$ cat src/rtl/dm_cache_ctrl_if.sv
// Bundles the core data port and the slow-memory block port of the cache controller.
// The master modport belongs to the controller; the slave modport is the core + memory side.
interface dm_cache_ctrl_if;
    logic         proc_read;
    logic         proc_write;
    logic [29:0]  proc_addr;
    logic [31:0]  proc_wdata;
    logic [31:0]  proc_rdata;
    logic         proc_stall;
    logic         mem_read;
    logic         mem_write;
    logic [27:0]  mem_addr;
    logic [127:0] mem_wdata;
    logic [127:0] mem_rdata;
    logic         mem_ready;

    modport master (
        input  proc_read,
        input  proc_write,
        input  proc_addr,
        input  proc_wdata,
        output proc_rdata,
        output proc_stall,
        output mem_read,
        output mem_write,
        output mem_addr,
        output mem_wdata,
        input  mem_rdata,
        input  mem_ready
    );

    modport slave (
        output proc_read,
        output proc_write,
        output proc_addr,
        output proc_wdata,
        input  proc_rdata,
        input  proc_stall,
        input  mem_read,
        input  mem_write,
        input  mem_addr,
        input  mem_wdata,
        output mem_rdata,
        output mem_ready
    );
endinterface

$ cat src/rtl/dm_cache_ctrl.sv
// Direct-mapped write-back / write-allocate cache between the core data port and slow_memory.
// Hits complete with zero stall; misses become 128-bit block writeback and fill transfers.
module dm_cache_ctrl #(
    parameter int BLOCK_NUM = 8
) (
    input  logic           clk,
    input  logic           rst_n,
    dm_cache_ctrl_if.master bus
);
    localparam int IW = $clog2(BLOCK_NUM);
    localparam int TW = 28 - IW;

    localparam logic [1:0] S_COMPARE   = 2'd0;
    localparam logic [1:0] S_WRITEBACK = 2'd1;
    localparam logic [1:0] S_ALLOCATE  = 2'd2;

    logic [1:0]           state_reg;
    logic [1:0]           state_next;
    logic [BLOCK_NUM-1:0] valid_vec;
    logic [BLOCK_NUM-1:0] dirty_vec;
    logic [TW-1:0]        tag_arr  [BLOCK_NUM];
    logic [127:0]         data_arr [BLOCK_NUM];

    logic [IW-1:0]  idx;
    logic [TW-1:0]  tag_in;
    logic [1:0]     word_sel;
    logic [TW-1:0]  line_tag;
    logic [127:0]   line_data;
    logic           hit;
    logic           req;
    logic           in_compare;
    logic           hit_write;
    logic           wb_done;
    logic           fill_done;

    assign idx       = bus.proc_addr[IW+1:2];
    assign tag_in    = bus.proc_addr[29:IW+2];
    assign word_sel  = bus.proc_addr[1:0];
    assign line_tag  = tag_arr[idx];
    assign line_data = data_arr[idx];

    assign hit        = valid_vec[idx] && (line_tag == tag_in);
    assign req        = bus.proc_read || bus.proc_write;
    assign in_compare = (state_reg == S_COMPARE);
    // A simultaneous read+write request is handled as a write.
    assign hit_write  = in_compare && hit && bus.proc_write;
    assign wb_done    = (state_reg == S_WRITEBACK) && bus.mem_ready;
    assign fill_done  = (state_reg == S_ALLOCATE) && bus.mem_ready;

    assign bus.proc_stall = req && !(in_compare && hit);
    assign bus.mem_read   = (state_reg == S_ALLOCATE);
    assign bus.mem_write  = (state_reg == S_WRITEBACK);
    assign bus.mem_wdata  = (state_reg == S_WRITEBACK) ? line_data : 128'd0;

    always_comb begin
        bus.proc_rdata = 32'd0;
        if (bus.proc_read && !bus.proc_stall) begin
            bus.proc_rdata = line_data[{word_sel, 5'b0} +: 32];
        end
    end

    // Address comes from held core inputs and the untouched line, so it is stable per residency.
    always_comb begin
        bus.mem_addr = 28'd0;
        case (state_reg)
            S_WRITEBACK: bus.mem_addr = {line_tag, idx};
            S_ALLOCATE:  bus.mem_addr = bus.proc_addr[29:2];
            default:     bus.mem_addr = 28'd0;
        endcase
    end

    always_comb begin
        state_next = state_reg;
        case (state_reg)
            S_COMPARE: begin
                if (req && !hit) begin
                    if (valid_vec[idx] && dirty_vec[idx]) begin
                        state_next = S_WRITEBACK;
                    end else begin
                        state_next = S_ALLOCATE;
                    end
                end
            end
            S_WRITEBACK: begin
                if (bus.mem_ready) begin
                    state_next = S_ALLOCATE;
                end
            end
            S_ALLOCATE: begin
                if (bus.mem_ready) begin
                    state_next = S_COMPARE;
                end
            end
            default: state_next = S_COMPARE;
        endcase
    end

    always_ff @(posedge clk or negedge rst_n) begin
        if (!rst_n) begin
            state_reg <= S_COMPARE;
        end else begin
            state_reg <= state_next;
        end
    end

    genvar gi;
    generate
        for (gi = 0; gi < BLOCK_NUM; gi++) begin : g_line
            logic          sel;
            logic          valid_reg;
            logic          dirty_reg;
            logic [TW-1:0] tag_reg;
            logic [127:0]  data_reg;
            logic [127:0]  data_next;

            assign sel           = (idx == IW'(gi));
            assign valid_vec[gi] = valid_reg;
            assign dirty_vec[gi] = dirty_reg;
            assign tag_arr[gi]   = tag_reg;
            assign data_arr[gi]  = data_reg;

            always_ff @(posedge clk or negedge rst_n) begin
                if (!rst_n) begin
                    valid_reg <= 1'b0;
                    dirty_reg <= 1'b0;
                end else if (sel) begin
                    if (fill_done) begin
                        valid_reg <= 1'b1;
                        dirty_reg <= 1'b0;
                    end else if (wb_done) begin
                        dirty_reg <= 1'b0;
                    end else if (hit_write) begin
                        dirty_reg <= 1'b1;
                    end
                end
            end

            always_comb begin
                data_next = data_reg;
                if (fill_done) begin
                    data_next = bus.mem_rdata;
                end else if (hit_write) begin
                    data_next[{word_sel, 5'b0} +: 32] = bus.proc_wdata;
                end
            end

            // Tag and data carry no reset; valid_reg alone decides whether they mean anything.
            always_ff @(posedge clk) begin
                if (sel && (fill_done || hit_write)) begin
                    data_reg <= data_next;
                end
                if (sel && fill_done) begin
                    tag_reg <= tag_in;
                end
            end
        end
    endgenerate
endmodule

$ cat src/flat_wrapper.sv
// flat-port wrapper written by rule: the top's interface ports become plain ports
module dm_cache_ctrl_flat 
#(
    parameter int BLOCK_NUM = 8
)
  (clk, rst_n, bus_proc_read, bus_proc_write, bus_proc_addr, bus_proc_wdata, bus_proc_rdata, bus_proc_stall, bus_mem_read, bus_mem_write, bus_mem_addr, bus_mem_wdata, bus_mem_rdata, bus_mem_ready);
  dm_cache_ctrl_if bus_i ();
  input  logic clk;
  input  logic rst_n;
  input wire logic [$bits(bus_i.proc_read)-1:0] bus_proc_read;
  input wire logic [$bits(bus_i.proc_write)-1:0] bus_proc_write;
  input wire logic [$bits(bus_i.proc_addr)-1:0] bus_proc_addr;
  input wire logic [$bits(bus_i.proc_wdata)-1:0] bus_proc_wdata;
  output wire logic [$bits(bus_i.proc_rdata)-1:0] bus_proc_rdata;
  output wire logic [$bits(bus_i.proc_stall)-1:0] bus_proc_stall;
  output wire logic [$bits(bus_i.mem_read)-1:0] bus_mem_read;
  output wire logic [$bits(bus_i.mem_write)-1:0] bus_mem_write;
  output wire logic [$bits(bus_i.mem_addr)-1:0] bus_mem_addr;
  output wire logic [$bits(bus_i.mem_wdata)-1:0] bus_mem_wdata;
  input wire logic [$bits(bus_i.mem_rdata)-1:0] bus_mem_rdata;
  input wire logic [$bits(bus_i.mem_ready)-1:0] bus_mem_ready;
  assign bus_i.proc_read = bus_proc_read;
  assign bus_i.proc_write = bus_proc_write;
  assign bus_i.proc_addr = bus_proc_addr;
  assign bus_i.proc_wdata = bus_proc_wdata;
  assign bus_proc_rdata = bus_i.proc_rdata;
  assign bus_proc_stall = bus_i.proc_stall;
  assign bus_mem_read = bus_i.mem_read;
  assign bus_mem_write = bus_i.mem_write;
  assign bus_mem_addr = bus_i.mem_addr;
  assign bus_mem_wdata = bus_i.mem_wdata;
  assign bus_i.mem_rdata = bus_mem_rdata;
  assign bus_i.mem_ready = bus_mem_ready;
  dm_cache_ctrl #(.BLOCK_NUM(BLOCK_NUM)) u_core (.clk(clk), .rst_n(rst_n), .bus(bus_i));
endmodule
$ cat config.mk
export PLATFORM = sky130hd
export DESIGN_NAME = dm_cache_ctrl_flat
export DESIGN_NICKNAME = d
export VERILOG_FILES = /design/src/rtl/dm_cache_ctrl_if.sv /design/src/rtl/dm_cache_ctrl.sv /design/src/flat_wrapper.sv
export SDC_FILE = /design/constraint.sdc
export NUM_CORES = 1
export LEC_CHECK = 0
export ABC_AREA = 0
export CAP_MARGIN = 30
export CORE_UTILIZATION = 50
export CTS_BUF_LIST = sky130_fd_sc_hd__clkbuf_8
export CTS_CLUSTER_SIZE = 12
export DETAILED_ROUTE_END_ITERATION = 8
export PLACE_DENSITY = 0.7
export SYNTH_ARGS = -nofsm -noshare
export SYNTH_HDL_FRONTEND = slang
export SYNTH_SLANG_ARGS = --single-unit
$ cat constraint.sdc
create_clock -name clk -period 11.1 [get_ports clk]
set_clock_uncertainty 0.2 [all_clocks]
set_input_delay 1.665 -clock clk [delete_from_list [all_inputs] [get_ports clk]]
set_output_delay 1.665 -clock clk [all_outputs]
set_load 0.01 [all_outputs]
* Yosys cells after proc, flatten, opt, wreduce, memory -nomap -nowiden *
Cells that the tools add are included.
Widths: inputs -> output; s select.

cells by class
  add/subtract/negate cells = 1
  magnitude comparators = 2
  equality and inequality tests = 13
  shifts and indexed selects = 3
  muxes and demuxes = 45
  bitwise operators = 1
  reductions and logical operators = 59

operators with widths
  operator                  number
  $mux 128                  19
  $bwmux 128                8
  $bmux 128 s3              1
  $shift 32x9->128 const A  1
  $shiftx 128x8->32         1
  $shiftx 32x9->128         1
  $bmux 25 s3               1
  $pmux 28 s2               1
  $mux 25                   2
  $reduce_and 2->1          24
  $mux 32                   1
  $eq 25x25->1              1
  $logic_and 1x1->1         25
  $eq 3x3->1 const B        4
  $neg 7->9                 1
  $mux 2                    4
  $bmux 1 s3                2
  $eq 3x2->1 const B        2
  $pmux 2 s3                1
  $mux 1                    5
  $ge 4x4->1 const B        1
  $lt 3x4->1 const B        1
  $ne 2x1->1 const B        2
  $not 3->4                 1
  other kinds (11)          14

storage, ports and cells
  flip-flop bits (word level) = 1242
  input port bits = 195
  output and inout port bits = 191
  logic and storage cells = 157

* Depth between registers and ports, before layout *
Gate-level depths: netlist of the first run.

  depth after elaboration = 12
  gate-level depth with buffers = 13
  depth with buffers taken out = 9

* Worst setup path before layout of the first run *
Ideal clock, no wire load.

  kind = input -> register
  from = input bus_proc_addr[4]
  to = register u_core.g_line[0].data_reg[32], enable pin
  setup time = 466 ps
  arrival = 6180 ps
  data required time = 10434 ps
  path slack = 4254 ps
  cell stages on the path = 11
  path buffers = 3
  path through = buf_2 buf_2 mux2_2 o22a_1 a21o_1 a221oi_1 nand4_1 nor4_4 nand3_2 clkbuf_1 o21ai_0

between the ends
  word-level cells in the longest chain between the ends = 11
  elaborated cells between the ends (all ways) = 15
  those cells by class = 1 x eq/ne; 5 x mux; 1 x bitwise; 8 x reduce/logical

ends and longest elaborated chain
  what                                         RTL line              source
  start: declaration                           flat_wrapper.sv:12    input wire logic [$bits(bus_i.proc_addr)-1:0] bus_proc_addr;
  $not 3->4 (implied by the code)              dm_cache_ctrl.sv:39   assign line_tag = tag_arr[idx];
  $bmux 25 s3                                  dm_cache_ctrl.sv:39
  $mux 25 (implied by the code) (2 in series)  dm_cache_ctrl.sv:39
  $eq 25x25->1                                 dm_cache_ctrl.sv:42   assign hit = valid_vec[idx] && (line_tag == tag_in);
  $logic_and 1x1->1                            dm_cache_ctrl.sv:42
  $logic_and 1x1->1 (2 in series)              dm_cache_ctrl.sv:46   assign hit_write = in_compare && hit && bus.proc_write;
  $logic_or 1x1->1                             dm_cache_ctrl.sv:149  if (sel && (fill_done || hit_write)) begin
  $logic_and 1x1->1                            dm_cache_ctrl.sv:149
  $reduce_and 2->1 (no source line) *          n/a
  end signal: assignment                       dm_cache_ctrl.sv:150  data_reg <= data_next;
  end: declaration                             dm_cache_ctrl.sv:113  logic [127:0] data_reg;

Every way passes the cells marked *; elsewhere a longest branch is shown, timed or not. The select of a mux whose other input is x is not followed.
A chain may end at the register's enable or synchronous reset.

* Final worst setup path of the first run *
  from = input bus_proc_addr[4]
  to = output bus_proc_rdata[28]

between the ends
  word-level cells in the longest chain between the ends = 12
  elaborated cells between the ends (all ways) = 18
  those cells by class = 1 x eq/ne; 1 x shift; 9 x mux; 1 x bitwise; 6 x reduce/logical

ends and longest elaborated chain
  what                                                   RTL line             source
  branches (longest 11 deep; another with $bmux 128 s3)  n/a
  $mux 32 *                                              dm_cache_ctrl.sv:57  if (bus.proc_read && !bus.proc_stall) begin
  end: declaration                                       flat_wrapper.sv:14   output wire logic [$bits(bus_i.proc_rdata)-1:0] bus_proc_rdata;

Mark *: on every way between the ends. The select of a mux whose other input is x is not followed.

==> flow_summary.json, run 1 <==
{
  "wire_per_inst_um": 34.40,
  "final_layout_size_suffix_gt1_share_pct": 22.50,
  "hold_class": "register to register",
  "finalHoldViolations": 0,
  "min_period_ns": 8.708,
  "final_util_pct": 59.96,
  "place_congestion": 0.8757,
  "die_y_um": 320.1,
  "ys_warn_count": 0,
  "cap_violations": 0,
  "power.share.clock_pct": 34.3,
  "path_delay_family": "simple AND/OR/NAND/NOR gates",
  "ir_drop_uv": 106.5,
  "postLayoutCellArea_sq_mm": 0.06005,
  "cts_resized": 0,
  "antenna_found_initial": 15,
  "cts_root_buf": "clkbuf_8",
  "synth_flop_cell": "edfxtp_1",
  "worst-path-max-fanout": 35,
  "r2r_cells": 10,
  "hold_depth": 1,
  "rows": 116,
  "postPlaceCellArea_sq_mm": 0.05639,
  "cts_hold_buf": 0,
  "slowest_stage": "nor4_4",
  "crit_buf_inv": 3,
  "grt_usage_pct": 30.26,
  "first_iter_violations": 4284,
  "crit_path_max_incr_delay_ns": 0.88,
  "grt_pass1_wl_um": 214400,
  "power_leakage_uw": 0.01976,
  "drt_wl_total_um": 155100,
  "route.detailed.drc": 0,
  "ys_async_sr_fraction_pct": 1.449,
  "first_pass_iters": 5,
  "synth_edf_count": 1224,
  "slew_headroom_pct": 24.09,
  "hpwl_um": 98880,
  "power.internal_uw": 7772,
  "clk_pin_slew_ns": 0.06,
  "synth_cells": 2564,
  "portBuffers": 385,
  "finalSetupViolCount": 0,
  "synth_area_per_cell_sq_um": 19.74,
  "criticalPathCategory": "input port to primary output",
  "p_per_area_mw_per_mm2": 173.8,
  "clock-sinks": 1242,
  "fill_cells": 7138,
  "worstSetupStartpointType": "input port",
  "grt_max_degree": 116,
  "viasPerCell": 6.493,
  "rsz0062_at_grt": "false",
  "setup_tns_ns": 0,
  "die_x_um": 320.1,
  "start_util_pct": 50.53,
  "grt_pass1_vias": 28560,
  "path_cells": "buf_2, buf_4, or2_2, o32ai_1, a211o_1, a2111oi_0, nand4_1, nor4_4, nand3_4, nor2_1, clkdlybuf4s50_1",
  "fin_crit_sh_pct": 78.45,
  "p_sw_uw": 2664,
  "num_io_pins": 386,
  "post-cts-setup-buffers": 0,
  "antenna_left": 0,
  "syn-num-nets": 2766,
  "power_frac_comb_pct": 12.6,
  "slew_violations": 0,
  "cp-end-kind": "primary output",
  "synth.ff_latch_count": 1242,
  "seq_area_frac_synth_pct": 73.52,
  "syn2layout_area_growth_pct": 18.65,
  "worstMarginPinSlew_ns": 1.107,
  "gr-total-overflow": 0,
  "cts_tree": "yes",
  "via_count": 29280,
  "setup_ws_ns": 2.392,
  "syn-cell-area_sq_mm": 0.05060,
  "cts_made_buffers": 192,
  "cp.depth": 11,
  "dieArea_sq_mm": 0.1025,
  "clk_latency_ns": 0.87,
  "cts_buffer_depth": 3,
  "core_area_sq_mm": 0.1001,
  "clock.fmax_ghz": 0.1148,
  "arrival_ns": 6.84,
  "dpl_worst_slack_ns": 2.528,
  "cp.required_ns": 9.24,
  "htree_levels": 4,
  "swShare_pct": 25.52,
  "ys_types": 56,
  "status": "completed",
  "largest_reg_flops": 1024,
  "nNetsFinal": 3258,
  "p_seq_share_pct": 53.1
}
==> final timing paths <==
kind,slack (ns),end,startpoint
min reg2reg,0.30,u_core.g_line[2].valid_reg,u_core.g_line[2].valid_reg
min,0.30,u_core.g_line[2].valid_reg,u_core.g_line[2].valid_reg
min in group asynchronous,1.07,u_core.g_line[2].valid_reg,rst_n
max,2.39,bus_proc_rdata[28],bus_proc_addr[4]
max reg2reg,6.24,u_core.g_line[7].data_reg[109],u_core.g_line[7].tag_reg[10]
max in group asynchronous,9.08,u_core.g_line[1].valid_reg,rst_n
==> power groups by stage <==
stage	logic (uW)	clock network (uW)	registers [uW]
5_1_grt	1360	3820	5550
2_1_floorplan	693	0	5630
3_5_place_dp	1290	0	5640
6_report	1310	3580	5540
3_3_place_gp	1250	0	5620
4_1_cts	1290	3620	5540
==> cells in the mapped netlist (6+ instances only) <==
cell type / number / area [sq um]
mux2_2: 45 / 506.7
mux4_2: 296 / 6666
a22o_1: 128 / 1121
a22oi_1: 13 / 97.59
nand2b_1: 13 / 81.33
a41oi_1: 8 / 70.07
dfrtp_1: 18 / 450.4
inv_1: 17 / 63.81
nor2b_1: 17 / 106.4
a21boi_0: 8 / 60.06
o221ai_1: 12 / 105.1
nand2_1: 74 / 277.8
a211oi_1: 12 / 90.09
o21ai_0: 45 / 225.2
nor3_1: 6 / 30.03
clkbuf_1: 107 / 401.6
edfxtp_1: 1224 / 36760
nor2_1: 176 / 660.6
a2bb2oi_1: 7 / 61.31
a21oi_1: 10 / 50.05
buf_2: 44 / 220.2
xnor2_1: 14 / 122.6
mux2i_1: 150 / 1501
nand3_1: 11 / 55.05
and2_1: 11 / 68.82
ha_1: 7 / 87.58
buf_1: 12 / 45.04
o22ai_1: 16 / 100.1
==> final cells by class <==
class / count / area [sq um] / area share, %
Sequential cell: 1242 / 37210 / 61.96
Multi-Input combinational cell: 1135 / 13010 / 21.66
Timing Repair Buffer: 467 / 4557 / 7.589
Clock buffer: 196 / 2698 / 4.493
Tap cell: 1298 / 1624 / 2.705
Clock inverter: 142 / 847.1 / 1.411
Inverter: 18 / 77.57 / 0.1292
Antenna cell: 11 / 27.53 / 0.04584
==> metrics by stage <==
| stage | hold WS, ns | total power, uW | instances |
|---|---|---|---|
| 2_1_floorplan | 0.2514 | 6319 | 2564 |
| 3_3_place_gp | 0.2781 | 6874 | 4147 |
| 3_5_place_dp | 0.2785 | 6924 | 4157 |
| 4_1_cts | 0.2965 | 10450 | 4495 |
| 5_1_grt | 0.3252 | 10720 | 4501 |
| 6_report | 0.2984 | 10440 | 4509 |
==> layout by cell type (no fill, tap or decap), types with 18 or more instances in the layout <==
cell type and instances:
clkbuf_8 196, clkinv_1 49, buf_4 77, inv_1 65, mux4_2 296, dfrtp_1 18, mux2_2 45, o21ai_4 32
clkinv_2 27, a22o_1 128, edfxtp_1 1224, clkdlybuf4s50_1 380, nor2_1 175, mux2i_1 146, nand2_1 74
==> worst reg2reg max path: cells and delay by family (launching register included) <==
kind / cells / cell delay [ns]
AO/OA/AOI/OAI: 2 / 0.74
XOR/XNOR: 1 / 0.11
buffers and inverters: 2 / 0.85
flip-flops: 1 / 0.36
multiplexers: 2 / 0.70
AND/OR/NAND/NOR: 3 / 1.46
==> kinds of logic after synthesis <==
kind of cell,Yosys count,share of synthesized area (%)
XOR/XNOR,19,0.3288
adder cells (fa/ha/maj),7,0.1731
AO/OA/AOI/OAI,287,4.376
flip-flops,1242,73.52
buffers and inverters,187,1.572
multiplexers,491,17.14
AND/OR/NAND/NOR,331,2.885
==> metal layers <==
layer	vias up	global-route usage [%]	part of all wire, %
li1	11610	-	-
met1	15150	41.31	37
met2	2226	45.16	46
met3	286	9.017	13
met4	10	13.76	4.6
met5	-	0	0.039
No activity file was read; power rests on OpenSTA's default activity.
==> run 2: changes to the inputs <==
==> constraint.sdc (replaced) <==
create_clock -name clk -period 8.5 [get_ports clk]
set_clock_uncertainty 0.2 [all_clocks]
set_input_delay 1.275 -clock clk [delete_from_list [all_inputs] [get_ports clk]]
set_output_delay 1.275 -clock clk [all_outputs]
set_load 0.01 [all_outputs]
==> run 2 against run 1 <==
  * Via count up 1.5%
  * Non-clock buffer count up 12
  * Sequential share of layout area down 0.076 points
  * Worst setup slack worse by 0.98 ns
  * Wire length up 2.6%
  * Combinational power up 32%
  * Clock power up 29%
  * Worst hold slack better by 0.0024 ns
  * Power up 30%
  * Register-to-register slack worse by 2.7 ns
  * Cell area up 0.12%
==> flow_summary.json, run 2 (synthesis gave the netlist of run 1 again) <==
{
  "cp-end-kind": "primary output",
  "cts_hold_buf": 0,
  "cts_tree": "yes",
  "first_pass_iters": 8,
  "slew_violations": 0,
  "whs_ns": 0.3008,
  "multi_input_area_sq_mm": 0.01301,
  "worst-path-max-fanout": 82,
  "rrSetupSlack_ns": 3.56,
  "viasPerCell": 6.565,
  "antenna_left": 0,
  "worstMarginPinSlew_ns": 1.102,
  "cts_buffer_depth": 3,
  "criticalPathCategory": "input port to primary output",
  "cp.required_ns": 7.03,
  "p_seq_share_pct": 53.3,
  "grt_util_met2_pct": 47.65,
  "met3_usage_pct": 8.177,
  "die_y_um": 320.1,
  "gr-total-overflow": 0,
  "arrival_ns": 5.61,
  "power_frac_comb_pct": 12.8,
  "clk_pin_slew_ns": 0.06,
  "grt_max_degree": 126,
  "dieArea_sq_mm": 0.1025,
  "via_count": 29730,
  "clock-sinks": 1242,
  "min_period_ns": 7.089,
  "start_util_pct": 50.53,
  "htree_levels": 4,
  "swShare_pct": 25.76,
  "cts_resized": 0,
  "num_io_pins": 386,
  "p_sw_uw": 3497,
  "rsz0062_at_grt": "false",
  "top_usage_layer": "met2",
  "cts_made_buffers": 194,
  "cts_root_buf": "clkbuf_8",
  "layout_commonest_cell": "edfxtp_1",
  "clk_latency_ns": 0.88,
  "final_util_pct": 60.03,
  "power.internal_uw": 10080,
  "route.detailed.drc": 0,
  "final_cell_mix": "1224 x edfxtp_1, 380 x clkdlybuf4s50_1, 296 x mux4_2, 198 x clkbuf_8, 175 x nor2_1",
  "place_congestion": 0.8905,
  "grt_pass1_wl_um": 219400,
  "worstSetupStartpointType": "input port",
  "cap_violations": 0,
  "syn2layout_area_growth_pct": 18.80,
  "seq_area_sq_mm": 0.03721,
  "status": "completed",
  "fin_crit_sh_pct": 83.40,
  "hpwl_um": 103200,
  "fill_cells": 7120,
  "nNetsFinal": 3272,
  "met1_usage_pct": 42.16,
  "dpl_worst_slack_ns": 1.348,
  "power.share.clock_pct": 33.9,
  "finalHoldViolations": 0,
  "antenna_found_initial": 14,
  "final_layout_size_suffix_gt1_share_pct": 22.57,
  "hold_depth": 1,
  "grt_pass1_vias": 28730,
  "slew_headroom_pct": 24.40,
  "postLayoutCellArea_sq_mm": 0.06012,
  "r2r_cells": 11,
  "core_area_sq_mm": 0.1001,
  "postPlaceCellArea_sq_mm": 0.05651,
  "drt_wl_total_um": 159100,
  "die_x_um": 320.1,
  "first_iter_violations": 4750,
  "p_per_area_mw_per_mm2": 225.8,
  "post-cts-setup-buffers": 0,
  "hold_class": "register to register",
  "ir_drop_uv": 172.8,
  "rows": 116,
  "largest_reg_flops": 1024,
  "setup_ws_ns": 1.411,
  "wire_per_inst_um": 35.13,
  "power_leakage_uw": 0.01980,
  "clock.fmax_ghz": 0.1411,
  "grt_usage_pct": 31.04,
  "setup_tns_ns": 0,
  "portBuffers": 385,
  "finalSetupViolCount": 0
}
run 2: per-stage QoR:
step / cells / power (uW)
6_report: 4528 / 13580
3_5_place_dp: 4168 / 9059
4_1_cts: 4511 / 13580
5_1_grt: 4516 / 13950
2_1_floorplan: 2564 / 8252
3_3_place_gp: 4164 / 8994
run 2: layout make-up:
type | count | area share, %
Antenna cell | 13 | 0.05411
Clock buffer | 198 | 4.533
Clock inverter | 145 | 1.267
Inverter | 18 | 0.1290
Multi-Input combinational cell | 1135 | 21.64
Sequential cell | 1242 | 61.89
Tap cell | 1298 | 2.701
Timing Repair Buffer | 479 | 7.790
run 2: power by group through the flow:
stage | registers, uW | logic, uW | clock network (uW)
6_report | 7240 | 1730 | 4610
5_1_grt | 7250 | 1790 | 4910
3_5_place_dp | 7360 | 1700 | 0
2_1_floorplan | 7350 | 905 | 0
4_1_cts | 7240 | 1700 | 4640
3_3_place_gp | 7350 | 1650 | 0
run 2: path summary, 6_finish.rpt:
| check | start | to |
|---|---|---|
| worst min register to register | u_core.g_line[2].valid_reg | u_core.g_line[2].valid_reg |
| worst max register to register | u_core.g_line[7].tag_reg[10] | u_core.g_line[2].data_reg[2] |
| min in group asynchronous | rst_n | u_core.g_line[3].dirty_reg |
| worst min-delay path | u_core.g_line[2].valid_reg | u_core.g_line[2].valid_reg |
| max in group asynchronous | rst_n | u_core.g_line[6].valid_reg |
| worst max-delay path | bus_proc_addr[3] | bus_proc_rdata[11] |
run 2: critical path, cell delays in order:
cell and delay (ns):
buf_8 0.45, nand2b_1 0.65, o22a_1 0.40, a21o_1 0.19
a221oi_1 0.38, nand4_1 0.27, nor4_4 0.32, buf_4 0.25
nand3_4 0.11, buf_4 0.32, nor2_1 0.26, clkdlybuf4s50_1 0.58
run 2: metal layers:
metal	part of all wire [%]	routed length, um
met5	0.084	133
met4	4.6	7355
met3	12	19480
met2	47	74140
met1	36	57970
==> edit, RTL diff (flow settings as in run 2) <==
`BLOCK_NUM` is set to 8 in 2 places; all go to 4.
--- a/src/rtl/dm_cache_ctrl.sv
+++ b/src/rtl/dm_cache_ctrl.sv
@@ -1,7 +1,7 @@
 // Direct-mapped write-back / write-allocate cache between the core data port and slow_memory.
 // Hits complete with zero stall; misses become 128-bit block writeback and fill transfers.
 module dm_cache_ctrl #(
-    parameter int BLOCK_NUM = 8
+    parameter int BLOCK_NUM = 4
 ) (
     input  logic           clk,
     input  logic           rst_n,
--- a/src/flat_wrapper.sv
+++ b/src/flat_wrapper.sv
@@ -1,7 +1,7 @@
 // flat-port wrapper written by rule: the top's interface ports become plain ports
 module dm_cache_ctrl_flat 
 #(
-    parameter int BLOCK_NUM = 8
+    parameter int BLOCK_NUM = 4
 )
   (clk, rst_n, bus_proc_read, bus_proc_write, bus_proc_addr, bus_proc_wdata, bus_proc_rdata, bus_proc_stall, bus_mem_read, bus_mem_write, bus_mem_addr, bus_mem_wdata, bus_mem_rdata, bus_mem_ready);
   dm_cache_ctrl_if bus_i ();
Function: not settled (the Yosys comparison gave no result); the edit may change what the design does.
==> edit against run 2 <==
  * Total power decreased by 43%
  * Via count decreased by 45%
  * Cell area fell by 44%
  * Synthesized area decreased by 46%
  * Core utilization up 3.1 points
  * Global-route usage is 4.4 points lower
  * Sequential cell count shrank 616
  * Die area fell by 46%
  * Setup slack better by 0.43 ns
  * Sequential share of layout area fell by 6.6 points
  * First-iteration DRC count down 65%
  * Largest cell class unchanged
  * Wire length fell by 54%
  * Cell count shrank 42%
  * Sequential power fell by 48%
==> edit: results (changes against run 2) <==
* TritonRoute pass-1 iters at 6 (-2)
* Met2 GRT Util at 41.2% (-6.4 points)
* Initial antenna violation count at 6 (-8)
* Post-synthesis sequential area ratio at 69.1% (-4.4 points)
* Post-synth EDFFs at 616 (-50%)
* Routed wire length on met2 at 34,900 um (-53%)
* Vias in the first global route at 16.4k (-43%)
* Routed wire length at 73,600 um (-54%)
* Total GRT Usage at 26.6% (-4.4 points)
* Combinational share of power at 21.5% (+8.7 points)
* Most frequent cells after synthesis: 616 x edfxtp_1, 175 x mux4_2, 129 x a22o_1, 129 x and2_1, 62 x clkbuf_1
* Sequential logic power at 3.78 mW (-48%)
* Distinct cells, synth at 55 (-1.8%)
* Dpl hpwl at 49,200 um (-52%)
* CP max-delay cell: buf_6
* Syn_nets at 1,652 (-40%)
* Place WS at 1.86 ns (+0.508 ns)
* Hold Crit Class: reg -> reg
* Fraction of registers with async set/reset at 1.60% (+0.15 points)
* GR Util met3 at 6.32% (-1.9 points)
* CTS Buf Count at 95 (-51%)
* P_int at 5.64 mW (-44%)
* Worst path max stage delay at 0.63 ns (-0.02 ns)
* Max FFs per register at 512 (-50%)
* First DRT Iteration DRCs at 1,683 (-65%)
* Slew margin rel. at 33.2% (+8.8 points)
* Leakage power at 11.1 nW (-44%)
* CTS H-tree depth at 3 (-1)
* Skew-Pair Late Insertion Delay at 0.66 ns (-0.22 ns)
* Nets at 2,077 (-37%)
* Share of layout cells above drive strength 1 at 19.2% (-3.3 points)
* Met3 WL at 6950 um (-64%)
* Mapped Cells at 1,450 (-43%)
* Post-DP Area at 32,100 um2 (-43%)
* Critical path data arrival time at 5.19 ns (-0.42 ns)
* Peak supply drop at 0.110 mV (-36%)
* Largest net degree at the start of global routing at 100 (-21%)
* WL/cell at 27.8 um (-21%)
* First-pass GRT wire length at 107,000 um (-51%)
* Met1 usage at 38.3% (-3.8 points)
* Routed length on met1 at 30,400 um (-47%)
* Status: finished clean
* Vias/cell at 6.13 (-6.6%)
* CP Max Fanout at 78 (-4.9%)
* Placed instance count at 2,473 (-41%)
* Fill count at 3,714 (-48%)
* GPL Wtd Cong at 0.818 (-8.2%)
edit: cells by family after synthesis:
logic type	Yosys count	share of synthesized area, %
AO/OA/AOI/OAI	205	6.21
AND/OR/NAND/NOR	265	5.90
multiplexers	209	15.8
flip-flops	626	69.1
adder cells (fa/ha/maj)	7	0.323
buffers and inverters	113	1.90
XOR/XNOR	25	0.807
edit: layout make-up:
| cell class | count | area, um2 | area share (%) |
|---|---|---|---|
| Inverter | 10 | 37.5 | 0.111 |
| Tap cell | 696 | 871 | 2.57 |
| Clock buffer | 98 | 1350 | 3.98 |
| Timing Repair Buffer | 431 | 4330 | 12.8 |
| Multi-Input combinational cell | 711 | 8140 | 24.0 |
| Antenna cell | 1 | 2.50 | 0.00738 |
| Clock inverter | 75 | 410 | 1.21 |
| Sequential cell | 626 | 18700 | 55.3 |
edit: worst paths after layout:
| path | from | endpoint | slack, ns | depth (start not counted) |
|---|---|---|---|---|
| min | u_core.g_line[2].valid_reg$_DFFE_PN0P_ | u_core.g_line[2].valid_reg$_DFFE_PN0P_ | 0.31 | 1 |
| max | bus_proc_addr[3] | bus_proc_rdata[16] | 1.84 | 10 |
| max in group asynchronous | rst_n | u_core.g_line[2].valid_reg$_DFFE_PN0P_ | 7.05 | 1 |
| min in group asynchronous | rst_n | u_core.g_line[3].valid_reg$_DFFE_PN0P_ | 0.74 | 1 |
| max reg2reg | u_core.g_line[2].tag_reg[9]$_DFFE_PP_ | u_core.g_line[0].data_reg[103]$_DFFE_PP_ | 4.12 | 9 |
| min reg2reg | u_core.g_line[2].valid_reg$_DFFE_PN0P_ | u_core.g_line[2].valid_reg$_DFFE_PN0P_ | 0.31 | 1 |
